$ cat src/rtl/shift_register_pkg.sv
// shift_register_pkg: default word width and FSM state encoding for shift_register_piso
package shift_register_pkg;
  localparam int DEF_WIDTH = 16;
  typedef enum logic [1:0] {IDLE, SHIFT, PARITY} state_t;
endpackage

$ cat src/rtl/shift_register_piso.sv
// shift_register_piso: MSB-first PISO (clk, reset, load, data_in -> ready, out, out_valid, done); define SHIFT_REGISTER_PISO_PARITY_EN to append an even-parity bit
import shift_register_pkg::*;
module shift_register_piso #(
  parameter int WIDTH = DEF_WIDTH
) (
  input  logic             clk,
  input  logic             reset,
  input  logic             load,
  input  logic [WIDTH-1:0] data_in,
  output logic             ready,
  output logic             out,
  output logic             out_valid,
  output logic             done
);
  localparam int CW = $clog2(WIDTH);
  state_t state, state_nxt;
  logic [WIDTH-1:0] sreg;
  logic [CW-1:0] cnt;
  logic last, accept;
  assign last = state == SHIFT && cnt == CW'(WIDTH - 1);
  assign out_valid = state != IDLE;
  assign ready = state == IDLE || done;
  assign accept = load && ready;
`ifdef SHIFT_REGISTER_PISO_PARITY_EN
  logic par;
  assign done = state == PARITY;
  assign out = state == SHIFT ? sreg[WIDTH-1] : (state == PARITY && par);
  always_comb state_nxt = accept ? SHIFT : (state == PARITY ? IDLE : (last ? PARITY : state));
  always_ff @(posedge clk)
    if (reset) par <= 1'b0;
    else if (accept) par <= ^data_in;
`else
  assign done = last;
  assign out = state == SHIFT && sreg[WIDTH-1];
  always_comb state_nxt = accept ? SHIFT : (last ? IDLE : state);
`endif
  always_ff @(posedge clk)
    if (reset) begin
      state <= IDLE;
      sreg <= '0;
      cnt <= '0;
    end else begin
      state <= state_nxt;
      if (accept) begin
        sreg <= data_in;
        cnt <= '0;
      end else if (state == SHIFT) begin
        sreg <= sreg << 1;
        cnt <= last ? '0 : cnt + 1'b1;
      end
    end
endmodule
$ cat config.mk
export PLATFORM = sky130hd
export DESIGN_NAME = shift_register_piso
export DESIGN_NICKNAME = d
export VERILOG_FILES = /design/src/rtl/shift_register_pkg.sv /design/src/rtl/shift_register_piso.sv
export SDC_FILE = /design/constraint.sdc
export NUM_CORES = 1
export LEC_CHECK = 0
export ABC_AREA = 1
export CORE_MARGIN = 5
export CORE_UTILIZATION = 53
export CTS_CLUSTER_DIAMETER = 150
export CTS_CLUSTER_SIZE = 28
export DETAILED_ROUTE_END_ITERATION = 7
export PLACE_DENSITY_LB_ADDON = 0.08
export SYNTH_ARGS = -nofsm -noshare
export SYNTH_HDL_FRONTEND = slang
export SYNTH_SLANG_ARGS = --single-unit
export TNS_END_PERCENT = 30
$ cat constraint.sdc
create_clock -name clk -period 3.1 [get_ports clk]
set_input_delay 0.93 -clock clk [delete_from_list [all_inputs] [get_ports clk]]
set_output_delay 0.93 -clock clk [all_outputs]
set_load 0.005 [all_outputs]
After elaboration in Yosys (flattened, before gate mapping):

Index checks and enable logic that the tools add are counted.

* register bits: 21
* input port bits: 19
* word-level logic and storage cells: 18

* $add $sub $neg: 1
* reductions and logical operators: 8
* muxes and demuxes: 5
* equality and inequality tests: 1

Operator list (number)
* $mux W16: 2
* $add A4 B1 Y4 const B: 1
* $eq A4 B4 Y1 const B: 1
* $mux W4: 1
* $reduce_bool A2 Y1: 2
* $logic_and A1 B1 Y1: 3
* $logic_not A2 Y1: 1
* $mux W1: 2
* $reduce_or A2 Y1: 1
* $logic_or A1 B1 Y1: 1

Logic depth before layout (Yosys ltp):

* depth after elaboration: 5
* gate-level depth with buffers: 8
* mapped depth without buffers: 7

Least setup slack after synthesis:

Ideal clock, no wire load.

* kind: register -> output
* start point: register cnt[0]
* end point: output ready
* slack: 1.282 ns
* data arrival time: 0.888 ns
* data required time: 2.170 ns
* path buffers: 1
* cell stages (with the launch flop): 5
* cells stage by stage: dfxtp_1 ha_1 nand3_2 nand2_4 buf_6

* longest elaborated chain between the ends: 3

RTL lines
* start, declared: line shift_register_piso.sv:18 `logic [CW-1:0] cnt;`
* start signal, assigned: line shift_register_piso.sv:49 `cnt <= last ? '0 : cnt + 1'b1;`
* $eq A4 B4 Y1: line shift_register_piso.sv:20 `assign last = state == SHIFT && cnt == CW'(WIDTH - 1);`
* $logic_and A1 B1 Y1: line shift_register_piso.sv:20
* $logic_or A1 B1 Y1: line shift_register_piso.sv:22 `assign ready = state == IDLE || done;`
* end, declared: line shift_register_piso.sv:10 `output logic ready,`

No other way between the ends.

Final worst setup path:

Ends and elaborated chain as after synthesis.

==> flow_summary_export.csv <==
group,metric,value,unit
run,cap_violations,0,
floorplan,die_w,55.79,um
pwr,irDropWorstVdd,0.2784,mV
timing,tightestPinTransition,0.4595,ns
cts,cts_hold_buf,0,
critical_path,cp.arrival,1.90,ns
synth,synth_area_per_cell,6.574,um^2
finish,syn_to_final_growth,18.69,%
critical_path,crit_fanout,35,
timing,tns,0,ns
detailed_routing,drcViolationCount,0,
synth,synth.area.top_cells,"dfxtp_1 38%, nor2_1 12%, a21oi_1 9.0%, nand2_1 7.4%, nand3_1 6.8%",
synth,yosys_most_used_dff,"dfxtp_1",
synth,synth-seq-cells,21,
finish,drive_gt1_share,4.891,%
cts,cts_max_path_buffers,2,
detailed_routing,drt-initial-drc-count,8,
global_route,grt_pass1_vias,957,
finish,nFillCells,191,
critical_path,cp.required,2.17,ns
critical_path,crit_chain,"ha_1 -> nand3_2 -> nand2_4 -> clkdlybuf4s50_1",
synth,synth_warnings,0,
critical_path,worstSetupStartpointType,"register",
detailed_routing,viasPerCell,4.886,
cts,clock_sinks,21,
timing,clock.fmax,0.3535,GHz
cts,cts_max_level,1,
floorplan,num_io_pins,23,
timing,hold_ws,0.4825,ns
pwr,power_per_cell_area,418.7,nW/um^2
pwr,leakage,0.5659,nW
floorplan,core_area,1982,um^2
cts,numCtsBuffers,3,
synth,synthCells,169,
synth,yosysSeqAreaShare,37.84,%
timing,slew_headroom,69.32,%
placement,portBuffers,22,
critical_path,worst_path_max_delay_cell,"clkdlybuf4s50_1",
synth,syn-num-nets,189,
worst_hold_path,hold_path_class,"register to register",
cts,cts_resized,0,
run_status,status,"complete, no violations",
finish,diodes,0,
synth,synth.largest_area_cell,"dfxtp_1",
finish,final_nets,205,
critical_path,cp-end-kind,"output pin",
cts,cts_tree,"built",
detailed_routing,routed_wl,2130,um
cts,root_buffer,"clkbuf_4",
synth,synth_edf_count,0,
global_route,grt.total_usage,14.71,%
timing,finalHoldViolCount,0,
cts,clkTransAtPathRegs,0.11,ns
detailed_routing,wl_per_cell,10.09,um
synth,synth_common_cells,"35 x nor2_1, 22 x nand2_1, 21 x dfxtp_1",
critical_path,critical_path.top_delay_family,"buffers and inverters",
timing,finalCritPeriodShare,91.26,%
synth,synthesis.area,1111,um^2
floorplan,die_h,55.79,um
timing,fin_skew,0.003705,ns
synth,synth_top_area_share,37.84,%
global_route,grt_overflow,0,
floorplan,start_util,56.06,%
synth,yosysUniqueCellTypes,19,
timing,finalSetupViolCount,0,
cts,clk_latency,0.30,ns
critical_path,cp_slowest_stage_delay,0.57,ns
detailed_routing,drt_pass1_iterations,4,
critical_path,path_buf_inv,1,
placement,post-dp-hpwl,1451,um
synth,synth_most_common_cell,"nor2_1",
timing,finalMaxSlewViolations,0,
placement,gp_congestion,0.7132,
detailed_routing,num_vias,1031,
floorplan,dieArea,3112,um^2
cts,cts_setup_buffers,0,
timing,min_period,2.829,ns
global_route,grt_first_pass_wirelength,3864,um
global_route,grt_max_degree,36,
detailed_routing,antenna_left,0,
synth,async_flop_share,0,%
global_route,antenna_found_initial,0,
floorplan,rows,16,
critical_path,crit_type,"register to output pin",
timing,rsz0062_at_grt,"false",
[layout by cell type, fill, tap and decap left out, drive strengths merged]
cell	netlist	routed
nor2	36	36
nand2	23	23
clkdlybuf4s50	0	22
dfxtp	21	21
a21oi	20	20
inv	20	20
nand3	17	17
o21ai	17	17
clkbuf	1	4
nand4	1	1
nor3	1	1
ha	1	1
buf	11	1
[metal layers]
layer  wire length (um)  vias up  GRT usage (%)
met4                 27        0          5.208
met5                  0        -              0
li1                   -      568              -
met3                 68        4          2.552
met1                971      445          18.37
met2               1062       14          25.17
[final cells by class]
type                       count  area, um^2  area share [%]
multi-input combinational    116       535.5           40.61
tap                           27       33.78           2.562
timing repair buffer          23       227.7           17.27
inverter                      20       75.07           5.693
clock buffer                   4       26.28           1.992
sequential                    21       420.4           31.88
[worst paths after layout]
check / startpoint / endpoint / slack, ns / cells after the start
setup / recovery: cnt[0] / ready / 0.27 / 4
hold / removal: sreg[0] / sreg[0] / 0.48 / 2
setup reg to reg: cnt[0] / cnt[3] / 1.65 / 6
hold reg to reg: sreg[0] / sreg[0] / 0.48 / 2
[worst register-to-register path, cell delays in order, from the launching register on]
cell and delay (ns):
dfxtp_1 0.39, ha_1 0.22, nand3_2 0.12, nand2_4 0.30
nand2_1 0.13, nand2_1 0.14, nor2_1 0.06
[state kept, by name, summed over array words and instances, names as in the netlist]
register  cells
cnt           4
sreg         16
state         1
[stage by stage]
stage	worst slack (ns)	instances	area, um^2	util (%)	power, mW
finish	0.2710	211	1319	66.54	0.5522
global route	0.1499	211	1319	66.54	0.5948
CTS	0.2624	211	1319	66.54	0.5611
detailed placement	0.6099	207	1292	65.21	0.4287
global placement	0.6626	207	1292	65.21	0.4250
floorplan	1.282	169	1111	-	0.3960
[logic make-up after synthesis]
kind of cell | count (synthesis) | share of synthesized area [%]
simple gates | 78 | 30.41
compound gates | 37 | 16.67
flops | 21 | 37.84
fa+ha+maj | 1 | 1.126
buf+inv | 32 | 13.96
[where the power goes]
group	total (mW)	internal (mW)	switching, mW
Clock	0.131	0.0501	0.0805
Sequential	0.303	0.291	0.0121
Combinational	0.119	0.0550	0.0640
Total	0.552	0.396	0.157
Power figures use the tool's default switching activity.
